===== config.mk =====
export PLATFORM = sky130hd
export DESIGN_NAME = dmem_arbiter_flat
export DESIGN_NICKNAME = d
export VERILOG_FILES = /design/src/rtl/dmem_arbiter_pkg.sv /design/src/rtl/dmem_arbiter_if.sv /design/src/rtl/dmem_arbiter_rr_arb2.sv /design/src/rtl/dmem_arbiter.sv /design/src/flat_wrapper.sv
export SDC_FILE = /design/constraint.sdc
export NUM_CORES = 1
export LEC_CHECK = 0
export CAP_MARGIN = 10
export CORE_MARGIN = 2
export CORE_UTILIZATION = 40
export DETAILED_ROUTE_END_ITERATION = 10
export MAX_ROUTING_LAYER = met4
export PLACE_DENSITY_LB_ADDON = 0.25
export SYNTH_ARGS = -nofsm -noshare
export SYNTH_HDL_FRONTEND = slang
export SYNTH_SLANG_ARGS = --single-unit
export TNS_END_PERCENT = 30

===== constraint.sdc =====
create_clock -name clk -period 3.3 [get_ports clk]
set_clock_uncertainty 0.15 [all_clocks]
set_input_delay 0.66 -clock clk [delete_from_list [all_inputs] [get_ports clk]]
set_output_delay 0.66 -clock clk [all_outputs]
set_load 0.01 [all_outputs]

===== src/rtl/dmem_arbiter_pkg.sv =====
// Shared types and constants for the two-master data-memory arbiter.
// Sizes, master indices, the sequencer state type and the request payload.
package dmem_arbiter_pkg;

    localparam int unsigned ADDR_W       = 32;
    localparam int unsigned DATA_W       = 32;
    localparam int unsigned DMEM_DEPTH   = 1024;
    localparam int unsigned LOCK_MAX_DEF = 8;
    localparam int unsigned NUM_M        = 2;

    localparam logic M_CORE = 1'b0;
    localparam logic M_DBG  = 1'b1;

    typedef enum logic [1:0] {
        IDLE   = 2'd0,
        ACCESS = 2'd1,
        RESP   = 2'd2
    } state_e;

    typedef struct packed {
        logic              we;
        logic              lock;
        logic [ADDR_W-1:0] addr;
        logic [DATA_W-1:0] wdata;
    } dmem_req_t;

    // Word address falls inside the physical memory.
    function automatic logic in_range(input logic [ADDR_W-1:0] addr, input int unsigned depth);
        return addr < ADDR_W'(depth);
    endfunction

endpackage


===== src/rtl/dmem_arbiter_if.sv =====
// Bundle of both master ports and the memory pins seen by the arbiter.
// slave = arbiter side, master = requesters plus memory side.
interface dmem_arbiter_if;
    import dmem_arbiter_pkg::*;

    logic              m0_req;
    logic              m0_we;
    logic              m0_lock;
    logic [ADDR_W-1:0] m0_addr;
    logic [DATA_W-1:0] m0_wdata;
    logic              m0_gnt;
    logic              m0_rvalid;
    logic [DATA_W-1:0] m0_rdata;
    logic              m0_err;

    logic              m1_req;
    logic              m1_we;
    logic              m1_lock;
    logic [ADDR_W-1:0] m1_addr;
    logic [DATA_W-1:0] m1_wdata;
    logic              m1_gnt;
    logic              m1_rvalid;
    logic [DATA_W-1:0] m1_rdata;
    logic              m1_err;

    logic [ADDR_W-1:0] mem_A;
    logic [DATA_W-1:0] mem_wd;
    logic              mem_we;
    logic [DATA_W-1:0] mem_rd;

    modport slave (
        input  m0_req, m0_we, m0_lock, m0_addr, m0_wdata,
        output m0_gnt, m0_rvalid, m0_rdata, m0_err,
        input  m1_req, m1_we, m1_lock, m1_addr, m1_wdata,
        output m1_gnt, m1_rvalid, m1_rdata, m1_err,
        output mem_A, mem_wd, mem_we,
        input  mem_rd
    );

    modport master (
        output m0_req, m0_we, m0_lock, m0_addr, m0_wdata,
        input  m0_gnt, m0_rvalid, m0_rdata, m0_err,
        output m1_req, m1_we, m1_lock, m1_addr, m1_wdata,
        input  m1_gnt, m1_rvalid, m1_rdata, m1_err,
        input  mem_A, mem_wd, mem_we,
        output mem_rd
    );

endinterface


===== src/rtl/dmem_arbiter_rr_arb2.sv =====
// Two-way round-robin pick with a lock mask; purely combinational.
// On a tie the master that did not win last time is chosen.
module dmem_arbiter_rr_arb2
    import dmem_arbiter_pkg::*;
(
    input  logic [1:0] req,
    input  logic       last,
    input  logic       lock_valid,
    input  logic       lock_owner,
    output logic [1:0] gnt_c
);

    logic [1:0] elig;

    always_comb begin
        elig = req;
        if (lock_valid) begin
            elig = (lock_owner == M_DBG) ? (req & 2'b10) : (req & 2'b01);
        end
        gnt_c = elig;
        if (elig == 2'b11) begin
            gnt_c = (last == M_DBG) ? 2'b01 : 2'b10;
        end
    end

endmodule


===== src/rtl/dmem_arbiter.sv =====
// Two-master arbiter/sequencer for the single-port data memory.
// Each transaction runs IDLE (grant) -> ACCESS (pins driven) -> RESP (strobe).
module dmem_arbiter
    import dmem_arbiter_pkg::*;
#(
    parameter int unsigned DEPTH    = DMEM_DEPTH,
    parameter int unsigned LOCK_MAX = LOCK_MAX_DEF
) (
    input  logic           clk,
    input  logic           rst,
    dmem_arbiter_if.slave  bus
);

    localparam int unsigned      CNT_W    = $clog2(LOCK_MAX + 1);
    localparam logic [CNT_W-1:0] CNT_LAST = CNT_W'(LOCK_MAX - 1);

    state_e                        state_q, state_d;
    logic                          owner_q, owner_d;
    logic                          we_q, we_d;
    logic                          lock_q, lock_d;
    logic                          last_q, last_d;
    logic                          lock_vld_q, lock_vld_d;
    logic                          lock_own_q, lock_own_d;
    logic [CNT_W-1:0]              lock_cnt_q, lock_cnt_d;
    logic [ADDR_W-1:0]             mem_a_q, mem_a_d;
    logic [DATA_W-1:0]             mem_wd_q, mem_wd_d;
    logic                          mem_we_q, mem_we_d;
    logic [NUM_M-1:0]              rvalid_q, rvalid_d;
    logic [NUM_M-1:0]              err_q, err_d;
    logic [NUM_M-1:0][DATA_W-1:0]  rdata_q, rdata_d;

    logic [1:0]  req_vec;
    logic [1:0]  pick_c;
    logic [1:0]  gnt_c;
    logic        owner_req;
    logic        txn_in_rng;
    dmem_req_t   m0_payload, m1_payload, win_req;

    assign req_vec    = {bus.m1_req, bus.m0_req};
    assign owner_req  = (lock_own_q == M_DBG) ? bus.m1_req : bus.m0_req;
    assign txn_in_rng = in_range(mem_a_q, DEPTH);

    assign m0_payload = '{we: bus.m0_we, lock: bus.m0_lock, addr: bus.m0_addr, wdata: bus.m0_wdata};
    assign m1_payload = '{we: bus.m1_we, lock: bus.m1_lock, addr: bus.m1_addr, wdata: bus.m1_wdata};
    assign win_req    = pick_c[M_DBG] ? m1_payload : m0_payload;

    dmem_arbiter_rr_arb2 u_rr_arb2 (
        .req        (req_vec),
        .last       (last_q),
        .lock_valid (lock_vld_q),
        .lock_owner (lock_own_q),
        .gnt_c      (pick_c)
    );

    // Grant is an accept pulse in the IDLE cycle itself; held quiet while in reset.
    assign gnt_c = (state_q == IDLE && rst) ? pick_c : 2'b00;

    always_ff @(posedge clk or negedge rst) begin
        if (!rst) begin
            state_q    <= IDLE;
            owner_q    <= M_CORE;
            we_q       <= 1'b0;
            lock_q     <= 1'b0;
            last_q     <= M_DBG;
            lock_vld_q <= 1'b0;
            lock_own_q <= M_CORE;
            lock_cnt_q <= '0;
            mem_a_q    <= '0;
            mem_wd_q   <= '0;
            mem_we_q   <= 1'b0;
            rvalid_q   <= '0;
            err_q      <= '0;
            rdata_q    <= '0;
        end else begin
            state_q    <= state_d;
            owner_q    <= owner_d;
            we_q       <= we_d;
            lock_q     <= lock_d;
            last_q     <= last_d;
            lock_vld_q <= lock_vld_d;
            lock_own_q <= lock_own_d;
            lock_cnt_q <= lock_cnt_d;
            mem_a_q    <= mem_a_d;
            mem_wd_q   <= mem_wd_d;
            mem_we_q   <= mem_we_d;
            rvalid_q   <= rvalid_d;
            err_q      <= err_d;
            rdata_q    <= rdata_d;
        end
    end

    always_comb begin
        state_d    = state_q;
        owner_d    = owner_q;
        we_d       = we_q;
        lock_d     = lock_q;
        last_d     = last_q;
        lock_vld_d = lock_vld_q;
        lock_own_d = lock_own_q;
        lock_cnt_d = lock_cnt_q;
        mem_a_d    = '0;
        mem_wd_d   = '0;
        mem_we_d   = 1'b0;
        rvalid_d   = '0;
        err_d      = '0;
        rdata_d    = '0;

        unique case (state_q)
            IDLE: begin
                if (pick_c != 2'b00) begin
                    state_d  = ACCESS;
                    owner_d  = pick_c[M_DBG];
                    last_d   = pick_c[M_DBG];
                    we_d     = win_req.we;
                    lock_d   = win_req.lock;
                    mem_a_d  = win_req.addr;
                    mem_wd_d = win_req.wdata;
                    mem_we_d = win_req.we & in_range(win_req.addr, DEPTH);
                end else if (lock_vld_q && !owner_req) begin
                    // Idle owner: force the lock open after LOCK_MAX cycles.
                    if (lock_cnt_q == CNT_LAST) begin
                        lock_vld_d = 1'b0;
                        lock_cnt_d = '0;
                    end else begin
                        lock_cnt_d = lock_cnt_q + CNT_W'(1);
                    end
                end
            end
            ACCESS: begin
                state_d           = RESP;
                rvalid_d[owner_q] = 1'b1;
                err_d[owner_q]    = ~txn_in_rng;
                if (!we_q && txn_in_rng) begin
                    rdata_d[owner_q] = bus.mem_rd;
                end
            end
            RESP: begin
                state_d    = IDLE;
                lock_vld_d = lock_q;
                lock_own_d = owner_q;
                lock_cnt_d = '0;
            end
            default: begin
                state_d = IDLE;
            end
        endcase
    end

    assign bus.m0_gnt    = gnt_c[M_CORE];
    assign bus.m1_gnt    = gnt_c[M_DBG];
    assign bus.m0_rvalid = rvalid_q[M_CORE];
    assign bus.m1_rvalid = rvalid_q[M_DBG];
    assign bus.m0_err    = err_q[M_CORE];
    assign bus.m1_err    = err_q[M_DBG];
    assign bus.m0_rdata  = rdata_q[M_CORE];
    assign bus.m1_rdata  = rdata_q[M_DBG];
    assign bus.mem_A     = mem_a_q;
    assign bus.mem_wd    = mem_wd_q;
    assign bus.mem_we    = mem_we_q;

endmodule


===== src/flat_wrapper.sv =====
// flat-port wrapper written by rule: the top's interface ports become plain ports
module dmem_arbiter_flat import dmem_arbiter_pkg::*;
#(
    parameter int unsigned DEPTH    = DMEM_DEPTH,
    parameter int unsigned LOCK_MAX = LOCK_MAX_DEF
)
  (clk, rst, bus_m0_req, bus_m0_we, bus_m0_lock, bus_m0_addr, bus_m0_wdata, bus_m0_gnt, bus_m0_rvalid, bus_m0_rdata, bus_m0_err, bus_m1_req, bus_m1_we, bus_m1_lock, bus_m1_addr, bus_m1_wdata, bus_m1_gnt, bus_m1_rvalid, bus_m1_rdata, bus_m1_err, bus_mem_A, bus_mem_wd, bus_mem_we, bus_mem_rd);
  dmem_arbiter_if bus_i ();
  input  logic clk;
  input  logic rst;
  input wire logic [$bits(bus_i.m0_req)-1:0] bus_m0_req;
  input wire logic [$bits(bus_i.m0_we)-1:0] bus_m0_we;
  input wire logic [$bits(bus_i.m0_lock)-1:0] bus_m0_lock;
  input wire logic [$bits(bus_i.m0_addr)-1:0] bus_m0_addr;
  input wire logic [$bits(bus_i.m0_wdata)-1:0] bus_m0_wdata;
  output wire logic [$bits(bus_i.m0_gnt)-1:0] bus_m0_gnt;
  output wire logic [$bits(bus_i.m0_rvalid)-1:0] bus_m0_rvalid;
  output wire logic [$bits(bus_i.m0_rdata)-1:0] bus_m0_rdata;
  output wire logic [$bits(bus_i.m0_err)-1:0] bus_m0_err;
  input wire logic [$bits(bus_i.m1_req)-1:0] bus_m1_req;
  input wire logic [$bits(bus_i.m1_we)-1:0] bus_m1_we;
  input wire logic [$bits(bus_i.m1_lock)-1:0] bus_m1_lock;
  input wire logic [$bits(bus_i.m1_addr)-1:0] bus_m1_addr;
  input wire logic [$bits(bus_i.m1_wdata)-1:0] bus_m1_wdata;
  output wire logic [$bits(bus_i.m1_gnt)-1:0] bus_m1_gnt;
  output wire logic [$bits(bus_i.m1_rvalid)-1:0] bus_m1_rvalid;
  output wire logic [$bits(bus_i.m1_rdata)-1:0] bus_m1_rdata;
  output wire logic [$bits(bus_i.m1_err)-1:0] bus_m1_err;
  output wire logic [$bits(bus_i.mem_A)-1:0] bus_mem_A;
  output wire logic [$bits(bus_i.mem_wd)-1:0] bus_mem_wd;
  output wire logic [$bits(bus_i.mem_we)-1:0] bus_mem_we;
  input wire logic [$bits(bus_i.mem_rd)-1:0] bus_mem_rd;
  assign bus_i.m0_req = bus_m0_req;
  assign bus_i.m0_we = bus_m0_we;
  assign bus_i.m0_lock = bus_m0_lock;
  assign bus_i.m0_addr = bus_m0_addr;
  assign bus_i.m0_wdata = bus_m0_wdata;
  assign bus_m0_gnt = bus_i.m0_gnt;
  assign bus_m0_rvalid = bus_i.m0_rvalid;
  assign bus_m0_rdata = bus_i.m0_rdata;
  assign bus_m0_err = bus_i.m0_err;
  assign bus_i.m1_req = bus_m1_req;
  assign bus_i.m1_we = bus_m1_we;
  assign bus_i.m1_lock = bus_m1_lock;
  assign bus_i.m1_addr = bus_m1_addr;
  assign bus_i.m1_wdata = bus_m1_wdata;
  assign bus_m1_gnt = bus_i.m1_gnt;
  assign bus_m1_rvalid = bus_i.m1_rvalid;
  assign bus_m1_rdata = bus_i.m1_rdata;
  assign bus_m1_err = bus_i.m1_err;
  assign bus_mem_A = bus_i.mem_A;
  assign bus_mem_wd = bus_i.mem_wd;
  assign bus_mem_we = bus_i.mem_we;
  assign bus_i.mem_rd = bus_mem_rd;
  dmem_arbiter #(.DEPTH(DEPTH), .LOCK_MAX(LOCK_MAX)) u_core (.clk(clk), .rst(rst), .bus(bus_i));
endmodule

==> impl_metrics.csv <==
group,metric,value,unit
final_layout,syn_to_final_growth,66.49,%
yosys,ys_ff_latch,145,
yosys,synth_area,5660,um^2
worst_setup_path,worstPathArrival,2.35,ns
worst_setup_path,endpoint_kind,"output pin",
global_routing,antenna_found_initial,0,
yosys,ys_warn_count,0,
cts,clock-sinks,145,
sta,worst_pin_slew,0.9165,ns
sta,period_needed,3.162,ns
yosys,synth_top_family_by_area,"simple AND/OR/NAND/NOR gates",
final_layout,post_route_cells_drive_above_1_share,7.118,%
flow_run,cap_violations,0,
yosys,yosys.area_share.simple,23.83,%
min_path,min_path_type,"reg2reg",
min_path,hold_path_depth,2,
power_and_ir_drop,ir_drop,0.3959,mV
detailed_routing,drtIter0Drc,361,
yosys,synthCells,551,
power_and_ir_drop,total_power,6615,uW
worst_setup_path,path_common_cell,"clkdlybuf4s50_1",
yosys,yosysTopAreaCell,"dfrtp_1",
yosys,ys_seq_area_share,64.12,%
worst_setup_path,crit_path_start_kind,"primary input",
cts,clk_latency,0.41,ns
yosys,synth_common_cells,"144 x dfrtp_1, 137 x nand2_1, 66 x a21oi_1",
placement,dp_hpwl,12610,um
worst_setup_path,cpLargestDelayFamily,"buffers and inverters",
final_layout,area.sequential,3630,um^2
floorplanning,dieHeight,123.0,um
cts,clockBufferDepth,2,
sta,fin_tns_setup,0,ns
yosys,avgSynthCellArea,10.27,um^2
yosys,synth_adder_area_share,0.2210,%
power_and_ir_drop,p_leak,0.004170,uW
detailed_routing,antenna_left,0,
status,status,"finished clean",
final_layout,final_util,68.16,%
power_and_ir_drop,p_per_area,702.0,nW/um^2
yosys,synth_top_area_share,63.66,%
final_layout,finalNetCount,1015,
floorplanning,initial_core_util,40.94,%
worst_setup_path,cp_num_buf_inv,2,
worst_setup_path,crit_cells,5,
yosys,ys_async_sr_fraction,100.0,%
cts,post_cts_buffers,0,
worst_setup_path,worstRegToRegCells,5,
yosys,ys_types,34,
yosys,synth.net_count,720,
cts,clkTransAtPathRegs,0.06,ns
worst_setup_path,crit_start,"bus_m0_req",
cts,htreeDepth,4,
floorplanning,rows,43,
floorplanning,num_io_pins,303,
sta,slew-limit-headroom,38.90,%
yosys,synth_compound_area_share,7.029,%
detailed_routing,finalWirelength,17360,um
cts,cts_root_buf,"clkbuf_16",
worst_setup_path,path_cells,"clkdlybuf4s50_1 > a21boi_0 > nand3_1 > a21oi_1 > clkdlybuf4s50_1",
yosys,synth_area_leaders,"dfrtp_1 64%, nand2_1 9.1%, a21oi_1 5.8%, nand2b_1 3.8%, nor2_1 3.6%",
cts,cts_tree,"done",
global_routing,gr-total-overflow,0,
detailed_routing,via_per_inst,4.901,
yosys,synth.most_common_cell,"dfrtp_1",
global_routing,grt.total_usage,23.67,%
worst_setup_path,worstSetupPathType,"in2out",
worst_setup_path,reg2reg_from,"u_core.lock_vld_q$_DFFE_PN0P_",
floorplanning,chipWidth,123.0,um
yosys,synth_mux_area_share,1.260,%
worst_setup_path,slowest_delay,0.56,ns
final_layout,multi_input_area,1854,um^2
detailed_routing,routed_wire_length_per_instance,16.74,um
min_path,min_from,"u_core.lock_q$_DFFE_PN0P_",
global_routing,grt_pass1_wl,26080,um
final_layout,diodes,0,
cts,cts_made_buffers,17,
placement,pre_cts_slack,0.1687,ns
global_routing,grt_max_degree,75,
yosys,synth_edf_count,0,
placement,numPortBuffers,302,
final_layout,fillerInstances,1017,
global_routing,grt_pass1_vias,5056,
detailed_routing,drc,0,
sta,finalSetupViolCount,0,
sta,rsz0062_at_grt,"false",
sta,maxSlewViolCount,0,
placement,dp_cells,1006,
yosys,yosys.area_share.xor_xnor,0,%
final_layout,instances_no_fill,1037,
sta,period_share,95.81,%
sta,fmax,316.3,MHz
detailed_routing,drtPass1Iterations,5,
sta,finalHoldViolations,0,
worst_setup_path,crit_required,2.49,ns
detailed_routing,via_count,5082,
yosys,synthFlopType,"dfrtp_1",
worst_setup_path,path_max_fanout,4,
floorplanning,dieArea,15120,um^2
worst_setup_path,crit_path_top_delay_cell,"clkdlybuf4s50_1",
placement,gp_congestion,0.9175,
floorplanning,core-area,13830,um^2
sta,finalWorstSetupSlack,0.1383,ns
==> cell families after synthesis <==
kind of cell / Yosys count
and+or+nand+nor: 285
muxes: 7
DFF: 145
AOI/OAI and AO/OA: 78
adders and majority gates: 1
buffers and inverters: 35
==> power by group <==
part,switching [uW],internal (uW),leakage [uW]
combinational,1140,1120,0.00191
sequential,266,2150,0.00197
clock,697,1240,0.000291
==> final cells by class <==
cell class	count	area share, %
sequential	145	38.52
timing repair buffer	309	32.94
multi-input combinational	371	19.68
clock buffer	21	4.992
tap	180	2.390
clock inverter	9	1.407
inverter	2	0.07966
==> repair_timing <==
| item | 4_1_cts | 5_1_grt |
|---|---|---|
| hold buffers | 1 | 0 |
| resized for setup | 0 | 0 |
| endpoints found under the hold margin | 11 | 0 |
==> layout by cell type, fill, tap and decap left out, types with 3 or more instances in the layout <==
| master | synthesis | layout |
|---|---|---|
| clkdlybuf4s50_1 | 0 | 301 |
| dfrtp_1 | 144 | 144 |
| nand2_1 | 137 | 137 |
| a21oi_1 | 66 | 66 |
| nor2_1 | 55 | 55 |
| nand2b_1 | 34 | 34 |
| clkbuf_16 | 0 | 17 |
| nor2_2 | 12 | 12 |
| nor4_1 | 11 | 11 |
| o21ai_0 | 9 | 9 |
| mux2i_1 | 6 | 6 |
| nor2b_1 | 5 | 5 |
| nor3_1 | 5 | 5 |
| nand3_1 | 5 | 4 |
| buf_4 | 2 | 4 |
| nand4_1 | 3 | 3 |
| clkbuf_8 | 0 | 3 |
| bufinv_16 | 0 | 3 |
==> worst register-to-register path: stages (launching register included) <==
cell and delay [ns]:
dfrtp_1 0.48, nand2b_1 0.22, and3_2 0.22, buf_4 0.54, nand4_1 0.20, a21oi_1 0.21
==> metrics by stage <==
stage	hold WS, ns	area, um^2
6_report	0.3281	9424
5_1_grt	0.3830	9424
4_1_cts	0.3340	9424
3_5_place_dp	0.3214	8811
3_3_place_gp	0.3175	8811
2_1_floorplan	0.2144	5660
==> routing by layer <==
metal	routed length, um	global-route usage, %	up-vias
li1	-	-	2385
met1	6454	27.30	2377
met2	8825	39.19	287
met3	1597	6.181	33
met4	480	10.06	0
met5	0	-	-
==> registers in the layout, indices dropped and copies added, names as in the netlist <==
register             flops
u_core.bus.mem_wd       32
u_core.lock_vld_q        1
u_core.lock_q            1
u_core.lock_cnt_q        4
u_core.last_q            1
u_core.bus.mem_we        1
u_core.lock_own_q        1
u_core.bus.m1_rdata     32
u_core.err_q             2
u_core.rvalid_q          2
u_core.owner_q           1
u_core.bus.m0_rdata     32
u_core.bus.mem_A        32
u_core.we_q              1
u_core.state_q           2
==> worst paths after layout <==
path                       slack [ns]                          endpoint
max reg2reg                      1.19       u_core.bus.mem_we$_DFF_PN0_
min                              0.33         u_core.lock_q$_DFFE_PN0P_
max in group asynchronous        1.42   u_core.bus.mem_wd[22]$_DFF_PN0_
max                              0.14                        bus_m0_gnt
min in group asynchronous        0.49  u_core.bus.m0_rdata[2]$_DFF_PN0_
min reg2reg                      0.33         u_core.lock_q$_DFFE_PN0P_
Note: power is estimated with default switching activity, not from simulation.
